### config.mk
export PLATFORM = sky130hd
export DESIGN_NAME = level_pulse_gen
export DESIGN_NICKNAME = d
export VERILOG_FILES = /design/src/rtl/pulse_pkg.sv /design/src/rtl/pulse_sat_counter.sv /design/src/rtl/level_pulse_gen.sv
export SDC_FILE = /design/constraint.sdc
export NUM_CORES = 1
export LEC_CHECK = 0
export ABC_AREA = 1
export ABC_CLOCK_PERIOD_IN_PS = 1950
export CORE_AREA = 3 3 40 42
export CTS_BUF_LIST = sky130_fd_sc_hd__clkbuf_4
export DETAILED_ROUTE_END_ITERATION = 8
export DIE_AREA = 0 0 43 45
export PLACE_DENSITY_LB_ADDON = 0.3
export SYNTH_ARGS = -nofsm -noshare
export SYNTH_HDL_FRONTEND = slang
export SYNTH_SLANG_ARGS = --single-unit
### constraint.sdc
create_clock -name clk -period 1.95 [get_ports clk]
set_input_delay 0.39 -clock clk [delete_from_list [all_inputs] [get_ports clk]]
set_output_delay 0.39 -clock clk [all_outputs]
set_load 0.02 [all_outputs]
### src/rtl/pulse_pkg.sv
// Shared types for the level pulse generator: FSM state encoding and a
// width helper for the duration counter.
package pulse_pkg;

    typedef enum logic [1:0] {
        IDLE = 2'd0,
        HIGH = 2'd1,
        LOW  = 2'd2
    } pulse_state_e;

    // The counter must hold max(high, low) - 1, and is never narrower than one bit.
    function automatic int cnt_width(input int high_cycles, input int low_cycles);
        int m;
        int w;
        m = (high_cycles > low_cycles) ? high_cycles : low_cycles;
        w = $clog2(m);
        return (w < 1) ? 1 : w;
    endfunction

endpackage

### src/rtl/pulse_sat_counter.sv
// Saturating up/down counter. A simultaneous inc and dec cancel out, so an
// increment is never lost while the counter is full.
module pulse_sat_counter #(
    parameter int MAX = 3,
    parameter int W   = $clog2(MAX + 1)
) (
    input  logic         clk,
    input  logic         reset,
    input  logic         inc,
    input  logic         dec,
    output logic [W-1:0] count,
    output logic         at_max
);

    assign at_max = (count == W'(MAX));

    always_ff @(posedge clk or negedge reset) begin
        if (!reset) begin
            count <= '0;
        end else if (inc && !dec && !at_max) begin
            count <= count + 1'b1;
        end else if (dec && !inc && (count != '0)) begin
            count <= count - 1'b1;
        end
    end

endmodule

### src/rtl/level_pulse_gen.sv
// Turns single-cycle request ticks into level pulses (HIGH_CYCLES high, at
// least LOW_CYCLES low), queueing overlapping requests. Define
// LEVEL_PULSE_GEN_OVF_EN to add a sticky ovf output flagging dropped requests.
module level_pulse_gen
    import pulse_pkg::*;
#(
    parameter int HIGH_CYCLES = 2,
    parameter int LOW_CYCLES  = 2,
    parameter int PEND_MAX    = 3,
    parameter int PW          = $clog2(PEND_MAX + 1)
) (
    input  logic          clk,
    input  logic          reset,
    input  logic          req,
    output logic          level,
    output logic          busy,
    output logic [PW-1:0] pending
`ifdef LEVEL_PULSE_GEN_OVF_EN
    ,
    output logic          ovf
`endif
);

    localparam int CW = cnt_width(HIGH_CYCLES, LOW_CYCLES);

    pulse_state_e  state;
    pulse_state_e  state_n;
    logic [CW-1:0] cnt;
    logic [CW-1:0] cnt_n;

    logic cnt_zero;
    logic low_done;
    logic have_pend;
    logic consume;
    logic direct;
    logic inc;
    logic at_max;
    logic drop;

    assign cnt_zero  = (cnt == '0);
    assign low_done  = (state == LOW) && cnt_zero;
    assign have_pend = (pending != '0);
    assign consume   = low_done && have_pend;
    // A request landing exactly at the end of LOW with nothing queued starts
    // the next pulse itself and never enters the queue.
    assign direct    = low_done && !have_pend && req;
    assign inc       = req && (state != IDLE) && !direct;
    assign drop      = inc && !consume && at_max;

    pulse_sat_counter #(
        .MAX (PEND_MAX),
        .W   (PW)
    ) u_pending (
        .clk    (clk),
        .reset  (reset),
        .inc    (inc),
        .dec    (consume),
        .count  (pending),
        .at_max (at_max)
    );

    always_comb begin
        state_n = state;
        cnt_n   = cnt;
        case (state)
            IDLE: begin
                if (req) begin
                    state_n = HIGH;
                    cnt_n   = CW'(HIGH_CYCLES - 1);
                end
            end
            HIGH: begin
                if (!cnt_zero) begin
                    cnt_n = cnt - 1'b1;
                end else begin
                    state_n = LOW;
                    cnt_n   = CW'(LOW_CYCLES - 1);
                end
            end
            LOW: begin
                if (!cnt_zero) begin
                    cnt_n = cnt - 1'b1;
                end else if (have_pend || req) begin
                    state_n = HIGH;
                    cnt_n   = CW'(HIGH_CYCLES - 1);
                end else begin
                    state_n = IDLE;
                end
            end
            default: begin
                state_n = IDLE;
                cnt_n   = '0;
            end
        endcase
    end

    // Outputs are registered from the next state so they line up with state.
    always_ff @(posedge clk or negedge reset) begin
        if (!reset) begin
            state <= IDLE;
            cnt   <= '0;
            level <= 1'b0;
            busy  <= 1'b0;
        end else begin
            state <= state_n;
            cnt   <= cnt_n;
            level <= (state_n == HIGH);
            busy  <= (state_n != IDLE);
        end
    end

`ifdef LEVEL_PULSE_GEN_OVF_EN
    always_ff @(posedge clk or negedge reset) begin
        if (!reset) begin
            ovf <= 1'b0;
        end else if (drop) begin
            ovf <= 1'b1;
        end
    end
`else
    logic unused_drop;
    assign unused_drop = drop;
`endif

endmodule

# Word level (Yosys, flattened, before mapping)

Index checks and enable logic that the tools add are counted.
W data, S select, Z words.

Flip-flop bits (word level): 7
Input bits: 3
Word-level logic and storage cells: 47

$add $sub $neg: 3
Equality and inequality tests: 5
Multiplexer cells: 12
Bitwise logic cells: 1
Reduce and logical (&&, ||, !) cells: 21

Operators by type and width:

| operator              | number |
|---|---|
| $logic_and A1 B1 Y1   | 10 |
| $mux W2               | 5 |
| $reduce_bool A2 Y1    | 4 |
| $pmux W2 S3           | 1 |
| $logic_not A1 Y1      | 5 |
| $mux W1               | 5 |
| $eq A2 B1 Y1 const B  | 2 |
| $eq A2 B2 Y1 const B  | 2 |
| $pmux W1 S3           | 1 |
| $add A2 B1 Y2 const B | 1 |
| $logic_not A2 Y1      | 1 |
| $ne A2 B2 Y1 const B  | 1 |
| $sub A2 B1 Y2 const B | 1 |
| $logic_or A1 B1 Y1    | 1 |
| $not A1 Y1            | 1 |
| $sub A1 B1 Y1 const B | 1 |

# Depth between registers and ports, before layout

Gate-level depths: netlist of the first run.

Depth after elaboration: 11
Depth in mapped cells: 7
Depth with buffers taken out: 7

# Hierarchy

A second synthesis of the first run with hierarchy kept.

Cell total of the unflattened synthesis: 55
Area total of the unflattened synthesis: 380.4 µm²

By module, submodules not included:

| module            | times used | cells each | area an instance (µm²) | seq. area each (µm²) |
|---|---|---|---|---|
| level_pulse_gen   | 1          | 33         | 251.5                  | 125.1 |
| pulse_sat_counter | 1          | 22         | 128.9                  | 50.0 |

# Worst setup path before layout of the first run

Ideal clock, no wire load.

Path kind: register to register
From: reg u_pending.count[0]
To: reg busy
Library setup time: 0.134 ns
Arrival: 0.893 ns
Data required time: 1.816 ns
Path slack: 0.922 ns
Cell stages (with the launch flop): 5
Path buffers: 0
Period minus slack after synthesis: 1.028 ns
Path through: dfrtp_1 > inv_1 > nand2_1 > o21ai_2 > nand4_1

Longest elaborated chain between the ends: 6

Ends and longest elaborated chain:

| item                   | line                    | RTL |
|---|---|---|
| start, declared        | pulse_sat_counter.sv:11 | `output logic [W-1:0] count,` |
| start signal, assigned | pulse_sat_counter.sv:21 | `count <= count + 1'b1;` |
| start signal, assigned | pulse_sat_counter.sv:23 | `count <= count - 1'b1;` |
| $reduce_bool A2 Y1     | level_pulse_gen.sv:42   | `assign have_pend = (pending != '0);` |
| $logic_or A1 B1 Y1     | level_pulse_gen.sv:83   | `end else if (have_pend \|\| req) begin` |
| $mux W1                | level_pulse_gen.sv:83   |  |
| $mux W2                | level_pulse_gen.sv:81   | `if (!cnt_zero) begin` |
| $pmux W2 S3            | level_pulse_gen.sv:65   | `case (state)` |
| $reduce_bool A2 Y1     | level_pulse_gen.sv:108  | `busy <= (state_n != IDLE);` |
| end signal, assigned   | level_pulse_gen.sv:108  |  |
| end, declared          | level_pulse_gen.sv:16   | `output logic busy,` |

Every way passes these cells.
A chain may end at the register's enable or synchronous reset.

# Worst setup path after layout of the first run

From: reg u_pending.count[1]
To: out pending[1]

RTL lines:

| item          | line                  | RTL |
|---|---|---|
| end, declared | level_pulse_gen.sv:17 | `output logic [PW-1:0] pending` |

No word-level cell between the ends.

==> metrics.yaml, run 1 <==
detailed_routing:
  drtAntennaViolNets: 0
  first_iter_violations: 3
  drtPass1Iterations: 4
  wl_per_cell_um: 10.1
  vias_per_inst: 4.57
  total_wire_length_after_detailed_routing_um: 690
  drc: 0
  detailroute.via_count: 311
global_routing:
  global_route_wire_length_before_repair_um: 1130
  gr_ovfl_total: 0
  largest_net_degree_at_the_start_of_global_routing: 8
  grt_pass1_vias: 276
  grt_antenna_before_repair: 0
  grt_use_total_pct: 8.22
power_and_ir_drop:
  ir_worst_vdd_uv: 390
  power_per_standard_cell_area_mw_per_mm2: 1690
  share_comb_of_total_power_pct: 46.2
  seq_power_share_pct: 35.4
  static-leakage-power_nw: 0.227
  power_frac_clock_pct: 18.5
  power_report.internal_total_mw: 0.450
  switching_share_pct: 40.7
  net-switching-power_mw: 0.309
synth:
  synth_area_in_simple_gates_pct: 35.3
  post_synth_fa_ha_maj_area_fraction_pct: 0
  netlist_instances: 43
  synth_commonest_cells: "nand2_1 (11), nand3_1 (9), dfrtp_1 (7)"
  combined_area_of_all_synthesized_cells_um2: 340
  synth_xor_area_share_pct: 0
  post-synth-top-area-cell: "dfrtp_1"
  syn_avg_cell_area_um2: 7.91
  synth.mux.area_fraction_pct: 0
  synth_top_area_share_pct: 51.5
  yosysWarnings: 0
  fraction_of_the_mapped_netlist_area_in_compound_gates_pct: 5.51
  synth_top_family_by_area: "simple AND/OR/NAND/NOR gates"
  synth_seq_cells: 7
  synth_edf_count: 0
  yosysUniqueCellTypes: 12
  yosysSeqAreaShare_pct: 51.5
  synthTopCellsByArea: "dfrtp_1 (51%), nand3_1 (13%), nand2_1 (12%)"
  fraction_of_registers_with_async_set_reset_pct: 100
  synth_nets: 46
  post-synth-top-count-cell: "nand2_1"
  ys_dominant_reg_cell: "dfrtp_1"
sta:
  timing.final.hold_violations: 0
  timing.final.crit_share_pct: 84.8
  post-route-min-period_ps: 1650
  totalNegativeSetupSlack_ps: 0
  normalized_max_slew_margin_pct: 78.8
  drv_slew: 0
  worst_slew_pin_slew_ps: 317
  finalSetupViolCount: 0
  fin_ws_ps: 296
  rsz0062_at_grt: "false"
  max_clock_freq_ghz: 0.605
  worst_clock_skew_ps: 2.90
floorplan:
  core_footprint_mm2: 0.00128
  die_height_um: 45
  die_w_um: 43
  initial_utilization_pct: 26.5
  core.rowCount: 13
  dieArea_mm2: 0.00194
  boundaryPins: 7
clock_tree:
  clkLatencyLatePin_ps: 250
  num_clock_sinks: 7
  numCtsBuffers: 3
  cts_hold_repair_buffers: 0
  path_clk_slew_ps: 50
  ctsLongestPathBuffers: 2
  post-cts-setup-buffer-count: 0
  cts-root-buf: "clkbuf_4"
  cts_tree: "built"
  ctsHtreeMaxLevel: 1
  post_cts_resize_count: 0
layout:
  ant_cells: 0
  post_route_cells_drive_above_1_share_pct: 15.1
  areaGrowthSynthToFinish_pct: 32.0
  layout.nets: 57
status:
  run_status: "finished clean"
worst_setup_path:
  critPathCaptureType: "primary output"
  arrival_ps: 1260
  ff2ff_setup_slack_ps: 840
  timing.critical_path.slowest_stage_cell: "clkdlybuf4s50_1"
  critPathRequiredTime_ps: 1560
  worst_setup_path_class: "reg2out"
  slowest_stage_delay_on_critical_path_ps: 630
  critical-path-top-delay-family: "buffers and inverters"
  critPathBufInv: 1
  crit_path_max_fanout: 4
  cells_traversed_along_the_worst_timing_path: "clkdlybuf4s50_1"
  rr_endpoint: "u_pending.count[1]$_DFFE_PN0P_"
  worst_r2r_startpoint: "state[0]$_DFF_PN0_"
  r2r.worst_path.cells: 6
  critical_path.startpoint_type: "register"
place:
  place_hpwl_um: 574
  place_congestion: 0.720
  port-buffer-count: 6
  pre_cts_ws_ps: 443
worst_hold_path:
  worst_hold_path_type: "in2async"
run:
  maxCapViolations: 0
stage by stage:
step / total power [mW] / hold slack (ps) / std cells / util, % / instance area, um^2
3_3_place_gp: 0.612 / 557 / 64 / 32.6 / 419
5_1_grt: 0.819 / 422 / 68 / 35.0 / 449
4_1_cts: 0.769 / 401 / 68 / 35.0 / 449
2_1_floorplan: 0.490 / 94.4 / 43 / - / 340
3_5_place_dp: 0.624 / 547 / 64 / 32.6 / 419
6_report: 0.758 / 402 / 68 / 35.0 / 449
sequential cells by signal, summed over array words and instances (netlist names):
name	cells
u_pending.count	2
busy	1
level	1
cnt	1
state	2
layer usage:
| layer | routed length, um | part of all wire, % | global-route usage [%] | up-vias |
|---|---|---|---|---|
| met3 | 14 | 2.0 | 2.39 | 2 |
| met2 | 335 | 49 | 12.6 | 5 |
| met4 | 15 | 2.2 | 7.23 | 0 |
| li1 | - | - | - | 161 |
| met1 | 325 | 47 | 9.36 | 143 |
| met5 | 0 | 0 | 0 | - |
area by class of cell:
class | count | area [um^2]
Fill cell | 139 | 836
Sequential cell | 7 | 175
Multi-Input combinational cell | 29 | 139
Timing Repair Buffer | 6 | 60.1
Clock buffer | 4 | 30.0
Inverter | 7 | 26.3
Tap cell | 15 | 18.8
cells by family (layout without fill, tap and decap cells):
logic type | after synthesis | count (layout)
buffers and inverters | 7 | 17
and+or+nand+nor | 26 | 26
AOI/OAI and AO/OA | 3 | 3
DFF | 7 | 7
placed cells by master, fill, tap and decap left out, types with 3 or more instances in the layout:
cell,synthesis,routed
nor2_1,3,3
inv_1,6,6
clkbuf_4,0,4
nand2_1,11,11
dfrtp_1,7,7
clkdlybuf4s50_1,0,6
nand3_1,9,9
power groups by stage:
stage                     Combinational, mW  Sequential [mW]  Clock (mW)
after floorplan                       0.180            0.310           0
after global placement                0.345            0.267           0
after detailed placement              0.351            0.272           0
after CTS                             0.353            0.269       0.147
after global routing                  0.385            0.277       0.156
final                                 0.350            0.268       0.140
worst max-delay path by stage:
stage / from / to / slack [ps] / cells past startpoint
floorplan: u_pending.count[0]$_DFFE_PN0P_ / busy$_DFF_PN0_ / 920 / 4
global placement: req / u_pending.count[0]$_DFFE_PN0P_ / 440 / 6
detailed placement: req / u_pending.count[1]$_DFFE_PN0P_ / 440 / 7
CTS: u_pending.count[1]$_DFFE_PN0P_ / pending[1] / 280 / 1
global route: u_pending.count[1]$_DFFE_PN0P_ / pending[1] / 250 / 1
finish: u_pending.count[1]$_DFFE_PN0P_ / pending[1] / 300 / 1
No activity file was read; power rests on OpenSTA's default activity.
==> run 2: changes to the inputs <==
--- a/config.mk
+++ b/config.mk
@@ -6,7 +6,7 @@
 export NUM_CORES = 1
 export LEC_CHECK = 0
 export ABC_AREA = 1
-export ABC_CLOCK_PERIOD_IN_PS = 1950
+export ABC_CLOCK_PERIOD_IN_PS = 1700
 export CORE_AREA = 3 3 40 42
 export CTS_BUF_LIST = sky130_fd_sc_hd__clkbuf_4
 export DETAILED_ROUTE_END_ITERATION = 8
==> constraint.sdc (replaced) <==
create_clock -name clk -period 1.7 [get_ports clk]
set_input_delay 0.34 -clock clk [delete_from_list [all_inputs] [get_ports clk]]
set_output_delay 0.34 -clock clk [all_outputs]
set_load 0.02 [all_outputs]
==> metrics.yaml, run 2 (same netlist as run 1, synthesis figures left out) <==
clock_tree:
  numCtsBuffers: 3  # unchanged
  post_cts_resize_count: 0  # unchanged
  cts_tree: "built"
  ctsHtreeMaxLevel: 1  # unchanged
  num_clock_sinks: 7  # unchanged
  path_clk_slew_ps: 50  # about the same
  clkLatencyLatePin_ps: 240  # about the same
  cts_hold_repair_buffers: 0  # unchanged
  post-cts-setup-buffer-count: 0  # unchanged
  ctsLongestPathBuffers: 2  # unchanged
  cts-root-buf: "clkbuf_4"
floorplan:
  boundaryPins: 7  # unchanged
  die_w_um: 43  # unchanged
  core_footprint_mm2: 0.00128  # unchanged
  die_height_um: 45  # unchanged
  dieArea_mm2: 0.00194  # unchanged
  initial_utilization_pct: 26.5  # unchanged
  core.rowCount: 13  # unchanged
sta:
  timing.final.hold_violations: 0  # unchanged
  normalized_max_slew_margin_pct: 80.2  # +1.4 points
  finalSetupViolCount: 0  # unchanged
  totalNegativeSetupSlack_ps: 0  # unchanged
  worst_slew_pin_slew_ps: 296  # -21.2 ps
  drv_slew: 0  # unchanged
  timing.final.crit_share_pct: 93.2
  fin_worst_hold_slack_ps: 347  # -54.7 ps
  max_clock_freq_ghz: 0.631
  fin_ws_ps: 116  # -180 ps
  post-route-min-period_ps: 1580
  rsz0062_at_grt: "false"
  worst_clock_skew_ps: 0.142  # -2.76 ps
layout:
  layout.nets: 57  # unchanged
  areaGrowthSynthToFinish_pct: 32.0  # unchanged
  finish.instance_area_um2: 449  # unchanged
  post_route_cells_drive_above_1_share_pct: 15.1  # unchanged
  num-fill-cells: 138  # -0.72%
  final_cell_mix: "nand2_1 (11), nand3_1 (9), dfrtp_1 (7)"
  ant_cells: 0  # unchanged
  fin_cells: 68  # unchanged
  largestRegisters: "state (2), u_pending.count (2)"
  mostFrequentLayoutCell: "nand2_1"
detailed_routing:
  drtPass1Iterations: 4  # unchanged
  drtAntennaViolNets: 0  # unchanged
  wl_per_cell_um: 8.41  # -17%
  first_iter_violations: 6  # +3
  drc: 0  # unchanged
  total_wire_length_after_detailed_routing_um: 572  # -17%
  detailroute.via_count: 298  # -4.2%
  vias_per_inst: 4.38  # -4.2%
power_and_ir_drop:
  static-leakage-power_nw: 0.227  # unchanged
  power_report.internal_total_mw: 0.516  # +15%
  ir_worst_vdd_uv: 448  # +15%
  power_frac_clock_pct: 18.6  # about the same
  switching_share_pct: 39.8  # -0.90 points
  seq_power_share_pct: 35.9  # +0.5 points
  share_comb_of_total_power_pct: 45.5  # -0.7 points
  power_per_standard_cell_area_mw_per_mm2: 1910  # +13%
  net-switching-power_mw: 0.341  # +11%
global_routing:
  grt_use_total_pct: 7.58  # -0.65 points
  grt_antenna_before_repair: 0  # unchanged
  largest_net_degree_at_the_start_of_global_routing: 8  # unchanged
  grt_pass1_vias: 275  # -0.36%
  gr_ovfl_total: 0  # unchanged
  global_route_wire_length_before_repair_um: 1010  # -10%
worst_setup_path:
  critPathBufInv: 1  # unchanged
  crit_path_max_fanout: 4  # unchanged
  critical-path-top-delay-family: "buffers and inverters"
  rr_endpoint: "u_pending.count[0]$_DFFE_PN0P_"
  ff2ff_setup_slack_ps: 640  # -200 ps
  arrival_ps: 1240  # -20 ps
  slowest_stage_delay_on_critical_path_ps: 620  # about the same
  worst_setup_path_class: "reg2out"
  cells_traversed_along_the_worst_timing_path: "clkdlybuf4s50_1"
  critPathRequiredTime_ps: 1360  # -200 ps
  critPathCaptureType: "primary output"
  r2r.worst_path.cells: 6  # unchanged
  critical_path.startpoint_type: "register"
  timing.critical_path.slowest_stage_cell: "clkdlybuf4s50_1"
  worst_r2r_startpoint: "state[0]$_DFF_PN0_"
place:
  place_hpwl_um: 489  # -15%
  pre_cts_ws_ps: 238  # -204 ps
  port-buffer-count: 6  # unchanged
  place_congestion: 0.776  # +7.7%
  post-place-cells: 64  # unchanged
  detailed_place.area_um2: 419  # unchanged
worst_hold_path:
  worst_hold_path_type: "in2async"
status:
  run_status: "finished clean"
run:
  maxCapViolations: 0  # unchanged
-- run 2: metal layers --
metal  GRT usage [%]  up-vias  part of all wire (%)
li1                -      159                     -
met1            8.71      136                    44
met2            10.2        3                    53
met3            1.20        0                   2.4
met4            10.8        0                     0
met5               0        -                     0
-- run 2: how the worst max path moves through the flow --
| stage | startpoint | end | cells past startpoint |
|---|---|---|---|
| floorplan | u_pending.count[0]$_DFFE_PN0P_ | busy$_DFF_PN0_ | 4 |
| global placement | req | u_pending.count[0]$_DFFE_PN0P_ | 6 |
| detailed placement | req | u_pending.count[0]$_DFFE_PN0P_ | 6 |
| CTS | u_pending.count[1]$_DFFE_PN0P_ | pending[1] | 1 |
| global route | u_pending.count[1]$_DFFE_PN0P_ | pending[1] | 1 |
| finish | u_pending.count[1]$_DFFE_PN0P_ | pending[1] | 1 |
-- run 2: stage by stage --
stage	total power [mW]	util (%)
after floorplan	0.562	-
after global placement	0.707	32.6
after detailed placement	0.705	32.6
after CTS	0.872	35.0
after global routing	0.942	35.0
final	0.857	35.0
-- run 2: final cells by class --
type / count / area [um^2] / share of cell area, %
flip-flops and latches: 7 / 175 / 39.0
multi-input cells: 29 / 139 / 30.9
clock buffers: 4 / 30.0 / 6.69
well taps: 15 / 18.8 / 4.18
repair buffers: 6 / 60.1 / 13.4
inverters: 7 / 26.3 / 5.85
-- run 2: power groups by stage --
stage / Clock [mW] / Sequential (mW) / Combinational (mW)
CTS: 0.169 / 0.308 / 0.396
detailed placement: 0 / 0.311 / 0.394
floorplan: 0 / 0.355 / 0.206
global route: 0.182 / 0.320 / 0.440
finish: 0.159 / 0.308 / 0.390
global placement: 0 / 0.306 / 0.401
==> run 3: changes to the inputs <==
--- a/config.mk
+++ b/config.mk
@@ -14,4 +14,5 @@
 export PLACE_DENSITY_LB_ADDON = 0.3
 export SYNTH_ARGS = -nofsm -noshare
 export SYNTH_HDL_FRONTEND = slang
+export SYNTH_HIERARCHICAL = 1
 export SYNTH_SLANG_ARGS = --single-unit
==> metrics.yaml, run 3 <==
status:
  run_status: "finished clean"
clock_tree:
  ctsLongestPathBuffers: 2  # unchanged
  cts_tree: "built"
  post-cts-setup-buffer-count: 0  # unchanged
  num_clock_sinks: 7  # unchanged
  clkLatencyLatePin_ps: 240  # about the same
  cts-root-buf: "clkbuf_4"
  post_cts_resize_count: 0  # unchanged
  numCtsBuffers: 3  # unchanged
  ctsHtreeMaxLevel: 1  # unchanged
  path_clk_slew_ps: 50  # about the same
  cts_hold_repair_buffers: 0  # unchanged
detailed_routing:
  drtAntennaViolNets: 0  # unchanged
  vias_per_inst: 4.59  # +4.9%
  total_wire_length_after_detailed_routing_um: 716  # +25%
  wl_per_cell_um: 9.06  # +7.7%
  drtPass1Iterations: 4  # unchanged
  detailroute.via_count: 363  # +22%
  drc: 0  # unchanged
  first_iter_violations: 1  # -5
worst_setup_path:
  slowest_stage_delay_on_critical_path_ps: 620  # about the same
  critPathBufInv: 1  # unchanged
  critical_path.endpoint: "pending[0]"
  cells_traversed_along_the_worst_timing_path: "clkdlybuf4s50_1"
  rr_endpoint: "u_pending/count[0]$_DFFE_PN0P_"
  worst_r2r_startpoint: "state[0]$_DFF_PN0_"
  cp-startpoint: "u_pending/count[0]$_DFFE_PN0P_"
  critical_path.startpoint_type: "register"
  r2r.worst_path.cells: 9  # +3
  arrival_ps: 1270  # +30 ps
  critical-path-top-delay-family: "buffers and inverters"
  timing.critical_path.slowest_stage_cell: "clkdlybuf4s50_1"
  worst_setup_path_class: "reg2out"
  critPathRequiredTime_ps: 1360  # about the same
  ff2ff_setup_slack_ps: 390  # -250 ps
  critPathCaptureType: "primary output"
  crit_path_max_fanout: 5  # +1
  worst-path-stages: 1  # unchanged
global_routing:
  grt_pass1_vias: 297  # +8.0%
  gr_ovfl_total: 0  # unchanged
  grt_antenna_before_repair: 0  # unchanged
  global_route_wire_length_before_repair_um: 1060  # +4.0%
  grt_use_total_pct: 7.67  # +0.091 points
  largest_net_degree_at_the_start_of_global_routing: 8  # unchanged
place:
  place_congestion: 0.804  # +3.6%
  port-buffer-count: 6  # unchanged
  detailed_place.area_um2: 455  # +8.7%
  place_hpwl_um: 560  # +14%
  post-place-cells: 75  # +17%
synth:
  synth_nets: 57  # +24%
  yosysWarnings: 6  # +6
  syn_avg_cell_area_um2: 6.97  # -12%
  combined_area_of_all_synthesized_cells_um2: 377  # +11%
  netlist_instances: 54  # +26%
floorplan:
  die_height_um: 45  # unchanged
  dieArea_mm2: 0.00194  # unchanged
  boundaryPins: 7  # unchanged
  die_w_um: 43  # unchanged
  core_footprint_mm2: 0.00128  # unchanged
  core.rowCount: 13  # unchanged
  initial_utilization_pct: 29.3  # +2.8 points
layout:
  layout.nets: 68  # +19%
  layout.core_utilization_pct: 37.8  # +2.8 points
  final_cell_mix: "nand2_1 (19), inv_1 (8), dfrtp_1 (7)"
  largestRegisters: "state (2), u_pending/count (2)"
  mostFrequentLayoutCell: "nand2_1"
  finish.instance_area_um2: 485  # +8.1%
  areaGrowthSynthToFinish_pct: 28.9
  ant_cells: 0  # unchanged
  fin_cells: 79  # +16%
  post_route_cells_drive_above_1_share_pct: 14.1  # -1.0 points
sta:
  post-route-min-period_ps: 1610  # +28.5 ps
  drv_slew: 0  # unchanged
  totalNegativeSetupSlack_ps: 0  # unchanged
  worst_clock_skew_ps: 2.13  # +1.99 ps
  rsz0062_at_grt: "false"
  max_clock_freq_ghz: 0.620  # -1.8%
  normalized_max_slew_margin_pct: 78.8  # -1.4 points
  timing.final.hold_violations: 0  # unchanged
  worst_slew_pin_slew_ps: 318  # +22.5 ps
  finalSetupViolCount: 0  # unchanged
  timing.final.crit_share_pct: 94.8  # +1.7 points
power_and_ir_drop:
  static-leakage-power_nw: 0.256  # +13%
  ir_worst_vdd_uv: 856  # +91%
  power_per_standard_cell_area_mw_per_mm2: 2000  # +4.9%
run:
  maxCapViolations: 0  # unchanged
worst_hold_path:
  worst_hold_path_type: "in2async"
==> run 3: cell type report <==
cell class	count	area (um^2)
clock buffer	4	30.0
tap	15	18.8
timing repair buffer	6	60.1
fill	139	800
sequential	7	175
inverter	10	37.5
multi-input combinational	37	164
==> run 3: per-layer routing <==
layer / wire (um) / track usage [%] / part of all wire, % / up-vias
met3: 55 / 4.38 / 7.7 / 4
met4: 6 / 3.61 / 0.84 / 0
li1: - / - / - / 185
met2: 334 / 13.5 / 47 / 17
met1: 320 / 7.23 / 45 / 157
met5: 0 / 0 / 0 / -
==> run 3: how the worst min path moves through the flow <==
stage	slack [ps]	start	cells past startpoint	to
after floorplan	40	reset	0	busy$_DFF_PN0_
after global placement	580	u_pending/count[1]$_DFFE_PN0P_	2	u_pending/count[1]$_DFFE_PN0P_
after detailed placement	590	u_pending/count[0]$_DFFE_PN0P_	2	u_pending/count[0]$_DFFE_PN0P_
after CTS	340	reset	1	level$_DFF_PN0_
after global routing	350	reset	1	state[1]$_DFF_PN0_
final	350	reset	1	state[1]$_DFF_PN0_
==> run 3: metrics by stage <==
step,power (mW),worst slack [ps],hold slack (ps)
floorplan,0.642,458,44.4
global placement,0.804,72.3,581
detailed placement,0.809,64.1,586
CTS,0.983,69.2,344
global route,1.05,42.0,352
finish,0.972,87.6,347
==> run 3: where the power goes <==
| group | internal [mW] | switching (mW) |
|---|---|---|
| clock | 0.105 | 0.0546 |
| combinational | 0.197 | 0.284 |
| sequential | 0.252 | 0.0789 |
| total | 0.554 | 0.417 |
